## config.mk

```make
export PLATFORM = sky130hd
export DESIGN_NAME = shift_sequencer
export DESIGN_NICKNAME = d
export VERILOG_FILES = /design/src/rtl/shift_sequencer.sv
export SDC_FILE = /design/constraint.sdc
export NUM_CORES = 1
export LEC_CHECK = 0
export CAP_MARGIN = 10
export CORE_MARGIN = 2
export CORE_UTILIZATION = 58
export CTS_BUF_LIST = sky130_fd_sc_hd__clkbuf_8
export DETAILED_ROUTE_END_ITERATION = 8
export PLACE_DENSITY = 0.88
export SLEW_MARGIN = 20
export SYNTH_ARGS = -nofsm -noshare
export SYNTH_HDL_FRONTEND = slang
export SYNTH_SLANG_ARGS = --single-unit
export TNS_END_PERCENT = 1
```

## constraint.sdc

```tcl
create_clock -name clk -period 3.2 [get_ports clk]
set_clock_uncertainty 0.2 [all_clocks]
set_input_delay 0.64 -clock clk [delete_from_list [all_inputs] [get_ports clk]]
set_output_delay 0.64 -clock clk [all_outputs]
set_load 0.02 [all_outputs]
```

## src/rtl/shift_sequencer.sv

```systemverilog
// Multi-cycle SLL/SRL/SRA sequencer for the execute stage, with valid/ready handshakes in and out.
// Optional macro SHIFT_SEQ_NIBBLE_EN: 4-bit steps while the remaining count is at least 4.
module shift_sequencer #(
    parameter int unsigned XLEN = 32,
    parameter int unsigned SW   = $clog2(XLEN)
) (
    input  logic            clk,
    input  logic            rst,
    input  logic            flush,
    input  logic            in_valid,
    output logic            in_ready,
    input  logic [1:0]      op,
    input  logic [XLEN-1:0] a,
    input  logic [SW-1:0]   shamt,
    output logic            out_valid,
    input  logic            out_ready,
    output logic [XLEN-1:0] result,
    output logic            busy
);

    typedef enum logic [1:0] {
        IDLE  = 2'b00,
        SHIFT = 2'b01,
        DONE  = 2'b10
    } state_e;

    localparam logic [1:0] OP_SRL = 2'b01;
    localparam logic [1:0] OP_SRA = 2'b10;

    state_e            state_q, state_d;
    logic [1:0]        op_q, op_d;
    logic [XLEN-1:0]   work_q, work_d;
    logic [SW-1:0]     cnt_q, cnt_d;
    logic              out_valid_q, out_valid_d;
    logic [XLEN-1:0]   result_q, result_d;
    logic [XLEN-1:0]   step1;

    // One-position shift of the work register; SRA replicates the current MSB.
    always_comb begin
        case (op_q)
            OP_SRL:  step1 = {1'b0, work_q[XLEN-1:1]};
            OP_SRA:  step1 = {work_q[XLEN-1], work_q[XLEN-1:1]};
            default: step1 = {work_q[XLEN-2:0], 1'b0};
        endcase
    end

`ifdef SHIFT_SEQ_NIBBLE_EN
    logic [XLEN-1:0] step4;

    always_comb begin
        case (op_q)
            OP_SRL:  step4 = {4'b0000, work_q[XLEN-1:4]};
            OP_SRA:  step4 = {{4{work_q[XLEN-1]}}, work_q[XLEN-1:4]};
            default: step4 = {work_q[XLEN-5:0], 4'b0000};
        endcase
    end
`endif

    // Next-state and datapath control.
    always_comb begin
        state_d     = state_q;
        op_d        = op_q;
        work_d      = work_q;
        cnt_d       = cnt_q;
        out_valid_d = out_valid_q;
        result_d    = result_q;

        case (state_q)
            IDLE: begin
                if (in_valid && !flush) begin
                    op_d    = op;
                    work_d  = a;
                    cnt_d   = shamt;
                    state_d = (shamt == '0) ? DONE : SHIFT;
                end
            end
            SHIFT: begin
`ifdef SHIFT_SEQ_NIBBLE_EN
                if (cnt_q >= SW'(4)) begin
                    work_d = step4;
                    cnt_d  = cnt_q - SW'(4);
                end else begin
                    work_d = step1;
                    cnt_d  = cnt_q - SW'(1);
                end
`else
                work_d = step1;
                cnt_d  = cnt_q - SW'(1);
`endif
                if (cnt_d == '0) begin
                    state_d     = DONE;
                    out_valid_d = 1'b1;
                    result_d    = work_d;
                end
            end
            DONE: begin
                // A zero-amount request arrives here without a result yet; publish it one cycle later.
                if (!out_valid_q) begin
                    out_valid_d = 1'b1;
                    result_d    = work_q;
                end else if (out_ready) begin
                    out_valid_d = 1'b0;
                    state_d     = IDLE;
                end
            end
            default: state_d = IDLE;
        endcase

        if (flush) begin
            state_d     = IDLE;
            out_valid_d = 1'b0;
        end
    end

    always_ff @(posedge clk) begin
        if (rst) begin
            state_q     <= IDLE;
            op_q        <= 2'b00;
            work_q      <= '0;
            cnt_q       <= '0;
            out_valid_q <= 1'b0;
            result_q    <= '0;
        end else begin
            state_q     <= state_d;
            op_q        <= op_d;
            work_q      <= work_d;
            cnt_q       <= cnt_d;
            out_valid_q <= out_valid_d;
            result_q    <= result_d;
        end
    end

    assign in_ready  = (state_q == IDLE) && !rst;
    assign busy      = (state_q == SHIFT) || (state_q == DONE);
    assign out_valid = out_valid_q;
    assign result    = result_q;

endmodule

```

# Word level (Yosys, flattened, before mapping)
# Index checks and enable logic that the tools add are counted.
classes:
  addsub: 1
  n_eq_ne: 9
  mux: 18
  n_reduce_logical: 16
ops:
  columns: ["operator", "count"]
  rows:
  - ["32-bit one-hot mux with 2 select lines", 3]
  - ["32-bit two-way mux", 3]
  - ["5-bit zero test", 2]
  - ["2-bit two-way mux", 5]
  - ["2-bit inequality test, second input constant", 5]
  - ["5-bit one-hot mux with 2 select lines", 1]
  - ["2-bit one-hot mux with 3 select lines", 1]
  - ["2-bit AND reduction", 3]
  - ["5-bit two-way mux", 1]
  - ["5-bit by 1-bit subtractor with 5-bit output, second input constant", 1]
  - ["2-bit by 1-bit equality test with 1-bit output, second input constant", 2]
  - ["2-bit equality test, second input constant", 2]
  - ["4-bit AND reduction", 1]
  - ["2-bit nonzero test", 2]
  - ["1-bit two-way mux", 3]
  - ["3-bit AND reduction", 1]
  - ["1-bit logical AND", 2]
  - ["1-bit zero test", 2]
  - ["2-bit zero test", 1]
  - ["1-bit one-hot mux with 2 select lines", 1]
  - ["2-bit OR reduction", 1]
  - ["1-bit logical OR", 1]
totals:
  register_bits: 74
  inputBits: 44
  out_inout_bits: 35
  elab_cells: 50

# Logic depth before layout (Yosys ltp)
depth:
  depth_word: 4
  mapped_depth: 9
  depth_no_buf: 6

# Least setup slack after synthesis
# No wires, ideal clock.
synth_path:
  path_type: "input-to-output"
  from: "input rst"
  to: "output in_ready"
  t_arrival_ps: 1636
  path_slack_ps: 724
  cell_stages: 4
  cell_sequence: "clkbuf_1 > buf_1 > clkbuf_1 > nor2_1"
synth_between:
  elab_chain_len: 2
synth_lines:
  columns: ["element", "line", "text"]
  rows:
  - ["start: declaration", "8", "input logic rst,"]
  - ["1-bit zero test", "133", "assign in_ready = (state_q == IDLE) && !rst;"]
  - ["1-bit logical AND", "133", null]
  - ["end: declaration", "11", "output logic in_ready,"]
# Every way passes these cells.

# Worst setup path after layout
layout_path:
  from: "register state_q[1]"
  to: "output in_ready"
layout_between:
  elab_chain_len: 2
layout_lines:
  columns: ["element", "line", "text"]
  rows:
  - ["start: declaration", "30", "state_e state_q, state_d;"]
  - ["start signal: assignment", "124", "state_q <= state_d;"]
  - ["2-bit zero test", "133", null]
  - ["1-bit logical AND", "133", null]
# Every way passes these cells.

==> key figures <==
STA
  – Slew HR: 46.98%
  – Final setup fails: 0
  – Final hold violation count: 0
  – Setup repair after global routing missed its margin: no
  – Min Tclk post-route: 2.729 ns
  – Sum of negative setup slack: 0 ns
  – Worst-margin pin slew: 0.7953 ns
  – Maximum clock frequency: 0.3664 GHz
  – Max Slew Vio Count: 0
  – Final worst path period share: 85.28%

Global routing
  – Number of global-route vias before repair: 3676
  – Sum of overflow across all layers after global routing: 0
  – Overall global routing resource usage: 27.72%
  – Antenna violations before repair: 0
  – Pin count of the biggest net entering global routing: 75
  – Global-route wire length before repair: 16840 um

Floorplanning
  – Boundary Pins: 79
  – Area of the placeable core: 6719 um2
  – Die W: 86.64 um
  – Initial core utilization: 58.96%
  – Area of the die: 7506 um2
  – Core Rows: 30
  – Chip Height: 86.64 um

Clock tree
  – Count of instances resized after the clock tree is built: 0
  – Total clock buffers created by CTS: 9
  – TritonCTS clock tree: done
  – Clock slew at the register clock pins of the worst setup and hold paths: 0.08 ns
  – Root buf cell: clkbuf_8
  – H-tree levels: 3
  – Number of buffers on the longest clock path: 2
  – Number of hold buffers added after cts: 0
  – Setup fix buffers added after clock tree synthesis: 0
  – Clock sink count: 74
  – Clock latency on the worst-skew pair: 0.35 ns

Placement
  – Number of I/O port buffers: 78
  – Area of placed instances: 4756 um2
  – Placed cell count: 587
  – Routability congestion estimate from global placement: 0.8617
  – Detailed-placement wirelength estimate: 6377 um

Final layout
  – Count of inserted antenna diode cells: 0
  – Finished layout cell area: 5000 um2
  – Finished Layout Cells: 603
  – Post-layout net count: 569
  – Share of post-route cells with drive strength above 1: 12.05%
  – Syn-to-layout area delta: 26.22%
  – Filler Cells Inserted: 483

Route
  – Remaining number of nets flagged by the antenna check after routing: 0
  – Via density per instance: 6.297
  – Total wire length: 10130 um
  – Number of design-rule violations left by the first detailed-router iteration: 305
  – Count of vias placed by the detailed router: 3797
  – Number of remaining DRC errors: 0
  – Number of optimization iterations in the first detailed-route pass: 6
  – Routed length per instance: 16.80 um

Logic synthesis
  – Fraction of synthesis flops using an asynchronous set or reset pin: 0%
  – Count leader, synth: dfxtp_1
  – Net count after synthesis: 512
  – Syn. warnings: 0
  – Register area share after synthesis: 37.40%
  – Leading post-synthesis cells by instance count: dfxtp_1, nor2_1, a21oi_1
  – Mean area per synthesized cell: 8.593 um2
  – Gate Count Post-Synth: 461
  – Number of storage elements in the synthesis netlist: 74
  – Most used flip-flop cell after synthesis: dfxtp_1
  – Synth Cell Area: 3961 um2
  – Yosys top cell area share: 37.40%
  – Area leader, netlist: dfxtp_1
  – Leading cell types by total area after synthesis: dfxtp_1, a22o_1, nor2_1, a211oi_1, a22oi_1
  – Distinct cell type count after synthesis: 46
  – Number of enable-type register cells in the synthesized netlist: 0

Critical path
  – Max FO, Critical Path: 6
  – Type of origin of the critical path: flop
  – Data arrival time at the worst-slack endpoint: 1.89 ns
  – Nature of the critical path endpoint: primary output
  – Required time reported for the critical path endpoint: 2.36 ns
  – Critical Setup Path Class: reg -> out

Power
  – Worst vdd ir: 0.0002521 V
  – Power per cell area: 477.5 nW/um2
  – Standby leakage power: 1.958 nW

Hold path
  – Type of the worst min-delay path: reg -> reg

Flow run
  – # Max-Cap Violations: 0

Run status
  – Status: finished, final reports clean
worst paths after layout:
path	from	end	slack (ns)	depth (start not counted)
max	state_q[1]	in_ready	0.47	5
min reg2reg	result[31]	result[31]	0.29	2
min	result[31]	result[31]	0.29	2
max reg2reg	state_q[1]	work_q[12]	0.58	7
metal layers:
metal | vias up | part of all wire (%) | GRT usage [%]
met5 | - | 0 | 0
met2 | 176 | 49 | 47.27
met3 | 25 | 6.9 | 3.905
met4 | 0 | 2.9 | 13.21
li1 | 1799 | - | -
met1 | 1797 | 41 | 34.38
layout by cell type (no fill, tap or decap), types with 5 or more instances in the layout:
cell type	n
nor3_1	5
nand3_1	6
nor2_1	66
clkbuf_8	10
mux2_4	10
nor2b_1	31
mux2_2	20
o21ai_0	5
ha_1	6
a211oi_1	32
a22o_1	30
a21oi_1	41
clkdlybuf4s50_1	77
nand2_1	14
a22oi_1	30
dfxtp_1	74
buf_4	6
inv_1	11
power breakdown:
part,switching (mW),internal [mW]
logic,0.255,0.220
registers,0.0509,0.972
clock network,0.354,0.535
per-stage QoR:
step / util (%) / total power [mW] / setup slack [ns] / hold WS [ns]
global placement: 70.78 / 1.491 / 0.6325 / 0.2780
floorplan: - / 1.344 / 0.7241 / 0.2580
finish: 74.41 / 2.387 / 0.4711 / 0.2936
CTS: 74.41 / 2.391 / 0.4872 / 0.2964
detailed placement: 70.78 / 1.506 / 0.5322 / 0.2841
global route: 74.41 / 2.485 / 0.3776 / 0.3198
state kept, by name, summed over array words and instances (netlist names):
name and flops:
result 32, work_q 32, cnt_q 5, op_q 2, state_q 2, out_valid 1
critical path, stage by stage, from the launching register on:
cell	delay, ns
dfxtp_1	0.33
inv_1	0.10
ha_1	0.29
inv_1	0.09
nor2_1	0.12
clkdlybuf4s50_1	0.61
area by class of cell:
class                           count  area [um2]  share of cell area [%]
Timing Repair Buffer               86       860.8                   17.22
Clock inverter                      6       106.4                   2.127
Clock buffer                       10       137.6                   2.753
Multi-Input combinational cell    337        2276                   45.52
Inverter                           10       37.54                  0.7508
Sequential cell                    74        1481                   29.63
Tap cell                           80       100.1                   2.002
cell families (layout without fill, tap and decap cells):
kind of cell / count (synthesis) / count (layout) / synth area share, %
AO/OA/AOI/OAI: 161 / 161 / 28.65
XOR/XNOR: 1 / 1 / 0.2211
adder cells (fa/ha/maj): 7 / 7 / 2.211
buffers and inverters: 50 / 112 / 5.338
flip-flops: 74 / 74 / 37.40
multiplexers: 31 / 31 / 9.760
AND/OR/NAND/NOR: 137 / 137 / 16.42
No activity file was read; power rests on OpenSTA's default activity.
